File: config.mk
export PLATFORM = sky130hd
export DESIGN_NAME = variable_latency_bank_responder
export DESIGN_NICKNAME = d
export VERILOG_FILES = /design/src/rtl/variable_latency_bank_responder.sv
export SDC_FILE = /design/constraint.sdc
export NUM_CORES = 1
export LEC_CHECK = 0
export ABC_AREA = 1
export BUFFER_PORTS_ARGS = -buffer_cell sky130_fd_sc_hd__buf_2
export CAP_MARGIN = 5
export CORE_AREA = 2 2 113 104
export CTS_CLUSTER_SIZE = 14
export DETAILED_ROUTE_END_ITERATION = 8
export DIE_AREA = 0 0 115 106
export SLEW_MARGIN = 10
export SYNTH_ARGS = -nofsm -noshare
export SYNTH_HDL_FRONTEND = slang
export SYNTH_SLANG_ARGS = --single-unit
File: constraint.sdc
create_clock -name clk_i -period 2.55 [get_ports clk_i]
set_input_delay 0.1275 -clock clk_i [delete_from_list [all_inputs] [get_ports clk_i]]
set_output_delay 0.1275 -clock clk_i [all_outputs]
set_load 0.02 [all_outputs]
File: src/rtl/variable_latency_bank_responder.sv
`default_nettype none
// ============================================================================
// Module      : variable_latency_bank_responder
// Description : Credit-based SRAM bank front end. Forwards granted requests
//               to the memory, tracks reads through a MemLatency-deep
//               pipeline and returns read data in order through a response
//               FIFO with a valid/ready handshake. Writes get no response.
//               Optional macro VARIABLE_LATENCY_BANK_RESP_FALLTHROUGH_EN lets
//               read data bypass an empty FIFO in the cycle it leaves the
//               pipeline.
// Revision    : 1.0 - initial release
// ============================================================================
module variable_latency_bank_responder #(
    parameter int NumIn        = 32,
    parameter int DataWidth    = 32,
    parameter int BeWidth      = DataWidth / 8,
    parameter int AddrMemWidth = 12,
    parameter int MemLatency   = 1,
    parameter int RespDepth    = 2
) (
    input  logic                       clk_i,
    input  logic                       rst_i,
    // interconnect request
    input  logic                       req_i,
    output logic                       gnt_o,
    input  logic [$clog2(NumIn)-1:0]   ini_add_i,
    input  logic [AddrMemWidth-1:0]    add_i,
    input  logic                       wen_i,
    input  logic [DataWidth-1:0]       wdata_i,
    input  logic [BeWidth-1:0]         be_i,
    // interconnect response
    output logic                       vld_o,
    input  logic                       rdy_i,
    output logic [$clog2(NumIn)-1:0]   ini_add_o,
    output logic [DataWidth-1:0]       rdata_o,
    // memory
    output logic                       mem_req_o,
    output logic                       mem_we_o,
    output logic [AddrMemWidth-1:0]    mem_add_o,
    output logic [DataWidth-1:0]       mem_wdata_o,
    output logic [BeWidth-1:0]         mem_be_o,
    input  logic [DataWidth-1:0]       mem_rdata_i
);

    localparam int c_INI_W = $clog2(NumIn);
    localparam int c_CNT_W = $clog2(RespDepth + 1);
    localparam int c_PTR_W = (RespDepth > 1) ? $clog2(RespDepth) : 1;
    localparam logic [c_CNT_W-1:0] c_DEPTH    = c_CNT_W'(RespDepth);
    localparam logic [c_PTR_W-1:0] c_PTR_LAST = c_PTR_W'(RespDepth - 1);

    // credits: reads in flight plus occupied FIFO entries
    logic [c_CNT_W-1:0]   r_cnt;
    // read tracking pipeline
    logic [MemLatency-1:0] r_pipe_vld;
    logic [c_INI_W-1:0]   r_pipe_ini [0:MemLatency-1];
    // response FIFO
    logic [c_INI_W-1:0]   r_fifo_ini  [0:RespDepth-1];
    logic [DataWidth-1:0] r_fifo_data [0:RespDepth-1];
    logic [c_PTR_W-1:0]   r_wptr;
    logic [c_PTR_W-1:0]   r_rptr;
    logic [c_CNT_W-1:0]   r_occ;

    logic w_accept;
    logic w_rd_accept;
    logic w_exit;
    logic w_empty;
    logic w_full;
    logic w_push;
    logic w_pop;
    logic w_hs;

    function automatic logic [c_PTR_W-1:0] f_next_ptr(input logic [c_PTR_W-1:0] p);
        return (p == c_PTR_LAST) ? '0 : p + c_PTR_W'(1);
    endfunction

    // Grant depends only on free credits; reset blocks acceptance outright
    assign gnt_o       = (r_cnt < c_DEPTH);
    assign w_accept    = req_i & gnt_o & ~rst_i;
    assign w_rd_accept = w_accept & ~wen_i;

    assign mem_req_o   = w_accept;
    assign mem_we_o    = w_accept & wen_i;
    assign mem_add_o   = add_i;
    assign mem_wdata_o = wdata_i;
    assign mem_be_o    = be_i;

    assign w_exit  = r_pipe_vld[MemLatency-1];
    assign w_empty = (r_occ == '0);
    assign w_full  = (r_occ == c_DEPTH);
    assign w_hs    = vld_o & rdy_i;

`ifdef VARIABLE_LATENCY_BANK_RESP_FALLTHROUGH_EN
    // Pipeline exit bypasses an empty FIFO; it is stored only if not taken
    assign vld_o     = ~w_empty | w_exit;
    assign ini_add_o = ~w_empty ? r_fifo_ini[r_rptr]
                     : (w_exit ? r_pipe_ini[MemLatency-1] : '0);
    assign rdata_o   = ~w_empty ? r_fifo_data[r_rptr]
                     : (w_exit ? mem_rdata_i : '0);
    assign w_push    = w_exit & ~(w_empty & rdy_i);
    assign w_pop     = ~w_empty & rdy_i;
`else
    // Responses come from the FIFO registers only
    assign vld_o     = ~w_empty;
    assign ini_add_o = w_empty ? '0 : r_fifo_ini[r_rptr];
    assign rdata_o   = w_empty ? '0 : r_fifo_data[r_rptr];
    assign w_push    = w_exit;
    assign w_pop     = ~w_empty & rdy_i;
`endif

    // Credit counter: +1 per accepted read, -1 per response handshake
    always_ff @(posedge clk_i or posedge rst_i) begin
        if (rst_i) begin
            r_cnt <= '0;
        end else if (w_rd_accept && !w_hs) begin
            r_cnt <= r_cnt + c_CNT_W'(1);
        end else if (!w_rd_accept && w_hs) begin
            r_cnt <= r_cnt - c_CNT_W'(1);
        end
    end

    // Read tracking shift pipeline aligned with the SRAM latency
    always_ff @(posedge clk_i or posedge rst_i) begin
        if (rst_i) begin
            r_pipe_vld <= '0;
            for (int i = 0; i < MemLatency; i++) begin
                r_pipe_ini[i] <= '0;
            end
        end else begin
            r_pipe_vld[0] <= w_rd_accept;
            r_pipe_ini[0] <= ini_add_i;
            for (int i = 1; i < MemLatency; i++) begin
                r_pipe_vld[i] <= r_pipe_vld[i-1];
                r_pipe_ini[i] <= r_pipe_ini[i-1];
            end
        end
    end

    // FIFO storage; contents are masked on the outputs while empty
    always_ff @(posedge clk_i) begin
        if (w_push) begin
            r_fifo_ini[r_wptr]  <= r_pipe_ini[MemLatency-1];
            r_fifo_data[r_wptr] <= mem_rdata_i;
        end
    end

    // FIFO pointers and occupancy
    always_ff @(posedge clk_i or posedge rst_i) begin
        if (rst_i) begin
            r_wptr <= '0;
            r_rptr <= '0;
            r_occ  <= '0;
        end else begin
            if (w_push) begin
                r_wptr <= f_next_ptr(r_wptr);
            end
            if (w_pop) begin
                r_rptr <= f_next_ptr(r_rptr);
            end
            if (w_push && !w_pop) begin
                r_occ <= r_occ + c_CNT_W'(1);
            end else if (!w_push && w_pop) begin
                r_occ <= r_occ - c_CNT_W'(1);
            end
        end
    end

    // Credits make a push into a full FIFO unreachable
    a_no_overflow: assert property (@(posedge clk_i) disable iff (rst_i) !(w_push && w_full));

endmodule
`default_nettype wire

==> impl_metrics.json, run 1 <==
{
  "status": "complete, no violations",
  "core-area_um2": 11100,
  "crit_type": "flip-flop to output pin",
  "synth_cell_types": 17,
  "switching_power_mw": 1.85,
  "syn_nets": 391,
  "power.internal_mw": 3.00,
  "critPathArrivalTime_ns": 1.76,
  "p_per_area_nw_per_um2": 1050,
  "multiInputGateArea_um2": 734,
  "rsz0062_at_grt": "false",
  "clock_power_share_pct": 26.5,
  "antenna_found_initial": 0,
  "nets": 469,
  "crit_required_ns": 2.42,
  "p_sw_share_pct": 38.1,
  "gp_congestion": 0.709,
  "cts_made_buffers": 9,
  "ys_seq_elements": 86,
  "peakVddDrop_mv": 0.644,
  "gr-total-overflow": 0,
  "die-area_um2": 12200,
  "fillers": 1052,
  "vias_per_cell": 4.37,
  "initial_core_util_pct": 34.0,
  "rows": 37,
  "cts_tree": "yes",
  "post-route-drc-count": 0,
  "max-cap-violations": 0,
  "drt_wl_total_um": 8110,
  "yosys_warnings": 0,
  "r2r_slack_ns": 0.98,
  "finalCritPeriodShare_pct": 74.0,
  "vias": 2265,
  "max_freq_mhz": 530,
  "start_kind": "flip-flop",
  "finalSetupViolCount": 0,
  "clockRootBuffer": "clkbuf_16",
  "insertion_delay_ns": 0.33,
  "syn_to_final_growth_pct": 22.5,
  "grt_first_pass_wirelength_um": 11800,
  "grt_pass1_vias": 2126,
  "drtPass1Iterations": 4,
  "power.share.combinational_pct": 37.9,
  "htree_num_levels": 3,
  "synth_area_um2": 3780,
  "finalSetupTns_ns": 0,
  "grt_max_degree": 39,
  "cts_setup_buffers": 0,
  "end_kind": "output pin",
  "seq_power_share_pct": 35.7,
  "hold_class": "input pin to flip-flop",
  "hold_ws_ns": 0.00484,
  "drt-initial-drc-count": 105,
  "clock-skew-final_ns": 0.00414,
  "drive_above_1_share_pct": 35.9,
  "syn_inst": 299,
  "synth-seq-area-share_pct": 66.8,
  "wl_per_cell_um": 15.7,
  "layout.area.seq_um2": 2520,
  "layout_commonest_cell": "nand2_1",
  "n_antenna_cell": 0,
  "cts_hold_buf": 38,
  "fin_crit_ns": 1.89,
  "layout_common_cells": "nand2_1, buf_2, edfxtp_1, dlygate4sd3_1, a21oi_2",
  "dp_cells": 464,
  "post_cts_resized": 0,
  "die-height_um": 106,
  "path_clk_slew_ns": 0.06,
  "syn_area_per_cell_um2": 12.6,
  "cts_max_path_buffers": 2,
  "grt_usage_pct": 13.1,
  "slew_headroom_pct": 54.1,
  "p_leak_nw": 1.87,
  "fin_cells": 518,
  "clock_sinks": 86,
  "port_buffers": 82,
  "drt.antenna.violating_nets": 0,
  "die_w_um": 115,
  "crit_fanout": 38,
  "report.final.slew_viol_count": 0,
  "worstMarginPinSlew_ns": 0.687,
  "dp_hpwl_um": 5650,
  "io_pins": 179,
  "hold_viol": 0
}
[synth_stat cells]
library cell  instances  area share [%]
nand4_1               2            0.33
a21oi_1               7            0.93
xor2_1                1            0.23
nand2_1              86             8.5
nand3_1               4            0.53
nor2_1                3            0.30
dfrtp_1              12             8.0
ha_1                  2            0.66
buf_2                 2            0.27
buf_6                 8             2.4
inv_1                14             1.4
nor2_2                1            0.17
buf_4                50             9.9
a21oi_2              30             7.0
inv_2                 1           0.099
edfxtp_1             74              59
xnor2_1               2            0.46
[worst paths after layout]
path | end | cells after the start | start
worst max-delay path | rdata_o[29] | 4 | r_rptr$_DFFE_PP0P_
worst min-delay path | r_fifo_data[0][23]$_DFFE_PP_ | 1 | mem_rdata_i[23]
worst max register to register | r_fifo_data[0][27]$_DFFE_PP_ | 3 | r_pipe_vld$_DFF_PP0_
worst min register to register | r_fifo_ini[0][1]$_DFFE_PP_ | 0 | r_pipe_ini[1]$_DFF_PP0_
max in group asynchronous | r_occ[0]$_DFFE_PP0P_ | 4 | rst_i
min in group asynchronous | r_pipe_ini[1]$_DFF_PP0_ | 4 | rst_i
[cells by family (layout without fill, tap and decap cells)]
family / count (synthesis) / count (layout) / synth area share [%]
and+or+nand+nor: 96 / 96 / 9.87
adders and majority gates: 2 / 2 / 0.663
xor gates and xnor gates: 3 / 3 / 0.696
DFF: 86 / 86 / 66.8
buffers and inverters: 75 / 158 / 14.1
AOI/OAI and AO/OA: 37 / 37 / 7.89
[sequential cells by signal, indices dropped and copies added (netlist names)]
name,flops
r_fifo_data,64
r_fifo_ini,10
r_cnt,2
r_pipe_ini,5
r_rptr,1
r_occ,2
r_wptr,1
r_pipe_vld,1
[power by group through the flow]
| stage | Sequential (mW) | Clock (mW) | Combinational, mW |
|---|---|---|---|
| global route | 1.74 | 1.37 | 2.02 |
| floorplan | 1.74 | 0 | 1.50 |
| detailed placement | 1.76 | 0 | 1.83 |
| global placement | 1.75 | 0 | 1.81 |
| CTS | 1.73 | 1.31 | 1.88 |
| finish | 1.73 | 1.28 | 1.84 |
[through the flow]
step	util [%]	area (um^2)	worst slack, ns	total power [mW]
floorplan	-	3780	0.122	3.25
detailed placement	35.5	3950	0.930	3.59
global placement	35.5	3950	0.949	3.57
global route	41.6	4630	0.552	5.12
CTS	41.6	4630	0.644	4.92
finish	41.6	4630	0.664	4.85
[critical path, cell delays in order (launching register included)]
cell and delay (ns):
dfrtp_1 0.39, inv_2 0.51, nand2_1 0.16, a21oi_2 0.18, buf_2 0.19
[per-layer routing]
layer  up-vias  global-route usage [%]  routed length (um)
met3        20                    3.48                 611
met2        90                    22.3                4200
met1      1045                    15.3                3130
li1       1110                       -                   -
met4         0                    6.28                 166
met5         -                       0                   0
[cell type report]
| type | instances | area share, % |
|---|---|---|
| Timing Repair Buffer | 127 | 18.2 |
| Inverter | 15 | 1.22 |
| Tap cell | 136 | 3.68 |
| Clock inverter | 7 | 1.60 |
| Clock buffer | 9 | 4.87 |
| Multi-Input combinational cell | 138 | 15.9 |
| Sequential cell | 86 | 54.5 |
(Power assumes the default switching activity.)
==> run 2: changes to the inputs <==
clock period = 1.8 ns   (was 2.55 ns; I/O delays follow)
==> impl_metrics.json, run 2 (synthesis results as in run 1) <==
{
  "finalSetupTns_ns": 0,
  "hold_ws_ns": 0.0242,
  "gr-total-overflow": 0,
  "drive_above_1_share_pct": 36.5,
  "cts_setup_buffers": 0,
  "critPathArrivalTime_ns": 1.55,
  "start_kind": "flip-flop",
  "max_freq_mhz": 608,
  "rsz0062_at_grt": "false",
  "peakVddDrop_mv": 0.588,
  "vias_per_cell": 4.48,
  "grt_max_degree": 27,
  "largest_reg_flops": 64,
  "clock_sinks": 86,
  "cts_tree": "yes",
  "drt-initial-drc-count": 90,
  "top_regs": "r_fifo_data (64), r_fifo_ini (10), r_pipe_ini (5)",
  "grt_first_pass_wirelength_um": 12600,
  "path_cells": "nor2_4 > buf_4 > a21oi_1 > buf_2",
  "finalSetupViolCount": 0,
  "io_pins": 179,
  "die-area_um2": 12200,
  "hold_viol": 0,
  "drt.antenna.violating_nets": 0,
  "report.final.slew_viol_count": 0,
  "grt_usage_pct": 14.2,
  "htree_num_levels": 3,
  "crit_type": "flip-flop to output pin",
  "slew_headroom_pct": 73.6,
  "fin_crit_ns": 1.64,
  "p_leak_nw": 1.90,
  "crit_family": "buffers and inverters",
  "cts_max_path_buffers": 2,
  "p_per_area_nw_per_um2": 1520,
  "syn_to_final_growth_pct": 24.3,
  "n_antenna_cell": 0,
  "die_w_um": 115,
  "grt_pass1_vias": 2365,
  "path_buf_inv": 2,
  "vias": 2339,
  "post-route-drc-count": 0,
  "finalCritPeriodShare_pct": 91.3,
  "place_area_um2": 3980,
  "clockRootBuffer": "clkbuf_16",
  "crit_fanout": 25,
  "layout_commonest_cell": "nand2_1",
  "initial_core_util_pct": 34.0,
  "insertion_delay_ns": 0.33,
  "die-height_um": 106,
  "power_mw": 7.14,
  "drt_wl_total_um": 8760,
  "crit_required_ns": 1.71,
  "worstMarginPinSlew_ns": 0.396,
  "max-cap-violations": 0,
  "fillers": 1055,
  "dp_hpwl_um": 6090,
  "stdcell_area_um2": 4690,
  "status": "complete, no violations",
  "cts_made_buffers": 9,
  "drtPass1Iterations": 4,
  "slowest_stage": "dfrtp_1",
  "core-area_um2": 11100,
  "clock-skew-final_ns": 0.00621,
  "port_buffers": 82,
  "wl_per_cell_um": 16.8,
  "layout_common_cells": "nand2_1, buf_2, edfxtp_1, dlygate4sd3_1, a21oi_2",
  "top_register": "r_fifo_data",
  "rows": 37,
  "hold_class": "input pin to flip-flop",
  "nets": 473,
  "path_clk_slew_ns": 0.06,
  "antenna_found_initial": 0,
  "end_kind": "output pin",
  "gp_congestion": 0.742,
  "critPathMaxStageDelay_ns": 0.44
}
## run 2: changes by cell type in the layout (fill, tap and decap cells not counted), sizes merged
cell	change
inv	+1
dlygate4sd3	+1
buf	+3
clkinv	-3
bufinv	+1
clkbuf	+1
## run 2: path summary, 6_finish.rpt
path                                               from                         end  slack, ns  cells after the start
worst max-delay path               r_occ[0]$_DFFE_PP0P_                 rdata_o[20]       0.16                      4
worst min-delay path                              rdy_i          r_rptr$_DFFE_PP0P_       0.02                      3
worst max register to register     r_occ[0]$_DFFE_PP0P_        r_occ[1]$_DFFE_PP0P_       0.39                      8
worst min register to register  r_pipe_ini[4]$_DFF_PP0_  r_fifo_ini[1][4]$_DFFE_PP_       0.44                      0
max in group asynchronous                         rst_i        r_cnt[0]$_DFFE_PP0P_       1.24                      4
min in group asynchronous                         rst_i     r_pipe_ini[4]$_DFF_PP0_       0.40                      4
## run 2: metrics by stage
stage / utilization (%) / cells / setup WS, ns
6_report: 42.3 / 522 / 0.156
5_1_grt: 42.3 / 522 / 0.0461
4_1_cts: 42.3 / 522 / 0.116
3_3_place_gp: 35.8 / 467 / 0.464
3_5_place_dp: 35.8 / 467 / 0.385
2_1_floorplan: - / 299 / 0.213
## run 2: final cells by class
type | instances | area (um^2) | share of cell area, %
Clock buffer | 10 | 229 | 4.88
Clock inverter | 6 | 93.8 | 2.00
Inverter | 15 | 56.3 | 1.20
Multi-Input combinational cell | 138 | 734 | 15.6
Sequential cell | 86 | 2520 | 53.7
Tap cell | 136 | 170 | 3.62
Timing Repair Buffer | 131 | 888 | 18.9
## run 2: repair_timing
action,4_1_cts,5_1_grt
gates resized for setup,0,0
setup endpoints to repair,0,0
endpoints found under the hold margin,82,0
hold buffers,39,0
## run 2: worst register-to-register path: stages, from the launching register on
cell	delay [ns]
dfrtp_1	0.44
nor2_4	0.15
inv_1	0.07
nand2_1	0.10
ha_1	0.26
inv_1	0.09
nand3_1	0.08
nand2_1	0.06
nand2_1	0.05
## run 2: metal layers
layer	GRT usage, %	vias up	wire [um]
li1	-	1117	-
met5	0	-	0
met2	25.8	85	4720
met3	4.68	24	630
met1	14.4	1113	3130
met4	6.80	0	276
## run 2: where the power goes
part	total, mW	switching, mW	internal [mW]
clock network	1.98	0.756	1.23
logic	2.70	1.82	0.886
registers	2.45	0.0982	2.35
total	7.14	2.67	4.46
==> run 3: changes to the inputs <==
PLACE_DENSITY = 0.7   (was not set)
==> impl_metrics.json, run 3 (synthesis results as in run 1) <==
{
  "status": "complete, no violations",
  "gp_congestion": 0.692,
  "syn_to_final_growth_pct": 25.3,
  "hold_viol": 0,
  "report.final.slew_viol_count": 0,
  "p_leak_nw": 1.92,
  "crit_type": "flip-flop to output pin",
  "fin_crit_ns": 1.61,
  "grt_usage_pct": 13.9,
  "worstMarginPinSlew_ns": 0.339,
  "wl_per_cell_um": 16.0,
  "layout_commonest_cell": "nand2_1",
  "p_per_area_nw_per_um2": 1520,
  "top_register": "r_fifo_data",
  "die_w_um": 115,
  "start_kind": "flip-flop",
  "grt_pass1_vias": 2371,
  "clock-skew-final_ns": 0.00489,
  "initial_core_util_pct": 34.0,
  "cts_setup_buffers": 0,
  "drt-initial-drc-count": 77,
  "critPathArrivalTime_ns": 1.52,
  "slew_headroom_pct": 77.4,
  "insertion_delay_ns": 0.34,
  "peakVddDrop_mv": 0.772,
  "port_buffers": 82,
  "vias": 2338,
  "post-route-drc-count": 0,
  "finalSetupTns_ns": 0,
  "core-area_um2": 11100,
  "grt_max_degree": 38,
  "post_cts_resized": 0,
  "cts_max_path_buffers": 2,
  "io_pins": 179,
  "antenna_found_initial": 0,
  "largest_reg_flops": 64,
  "fillers": 1047,
  "dp_hpwl_um": 5820,
  "grt_first_pass_wirelength_um": 12400,
  "vias_per_cell": 4.48,
  "crit_fanout": 37,
  "die-height_um": 106,
  "clock_sinks": 86,
  "drt.antenna.violating_nets": 0,
  "rows": 37,
  "cts_hold_buf": 39,
  "nets": 473,
  "rsz0062_at_grt": "false",
  "max_freq_mhz": 621,
  "crit_required_ns": 1.71,
  "drive_above_1_share_pct": 36.8,
  "cts_made_buffers": 9,
  "clockRootBuffer": "clkbuf_16",
  "n_antenna_cell": 0,
  "finalCritPeriodShare_pct": 89.5,
  "hold_class": "input pin to flip-flop",
  "layout_common_cells": "nand2_1, buf_2, edfxtp_1, dlygate4sd3_1, a21oi_2",
  "drt_wl_total_um": 8370,
  "die-area_um2": 12200,
  "max-cap-violations": 0,
  "path_clk_slew_ns": 0.06,
  "end_kind": "output pin",
  "drtPass1Iterations": 4,
  "power_mw": 7.19,
  "finalSetupViolCount": 0,
  "cts_tree": "yes",
  "top_regs": "r_fifo_data (64), r_fifo_ini (10), r_pipe_ini (5)",
  "gr-total-overflow": 0,
  "htree_num_levels": 3
}
run 3: power by group:
group	total (mW)	switching, mW	internal (mW)
logic	2.73	1.81	0.922
registers	2.46	0.107	2.35
clock network	2.01	0.756	1.25
run 3: path summary, 6_finish.rpt:
kind	to	slack, ns	start	cells past startpoint
max	rdata_o[20]	0.19	r_occ[0]$_DFFE_PP0P_	4
min	r_rptr$_DFFE_PP0P_	0.05	rdy_i	3
max reg2reg	r_occ[1]$_DFFE_PP0P_	0.35	r_occ[0]$_DFFE_PP0P_	8
min reg2reg	r_fifo_ini[1][3]$_DFFE_PP_	0.45	r_pipe_ini[3]$_DFF_PP0_	0
max in group asynchronous	r_rptr$_DFFE_PP0P_	1.34	rst_i	4
min in group asynchronous	r_pipe_ini[2]$_DFF_PP0_	0.30	rst_i	4
run 3: stage by stage:
step                      std cells  instance area [um^2]  util [%]  hold WS, ns  setup WS, ns
after floorplan                 299                  3780         -      -0.0369         0.213
after global placement          467                  4010      36.1        0.118         0.443
after detailed placement        467                  4010      36.1        0.114         0.362
after CTS                       522                  4730      42.6       0.0361         0.141
after global routing            522                  4730      42.6       0.0531        0.0605
final                           522                  4730      42.6       0.0468         0.189
run 3: critical path: stages (launching register included):
cell	delay, ns
dfrtp_1	0.44
nor2_4	0.17
buf_12	0.27
a21oi_1	0.10
buf_2	0.17
run 3: final cells by class:
cell class                 instances  area [um^2]  area share [%]
clock buffer                      11          275            5.82
clock inverter                     5         61.3            1.30
inverter                          15         56.3            1.19
multi-input combinational        138          734            15.5
sequential                        86         2520            53.3
tap                              136          170            3.60
timing repair buffer             131          913            19.3
run 3: layer usage:
layer,GRT usage [%],wire [um],vias up
li1,-,-,1120
met5,0,0,-
met2,25.0,4550,111
met3,3.82,660,20
met1,14.2,2910,1087
met4,8.00,250,0
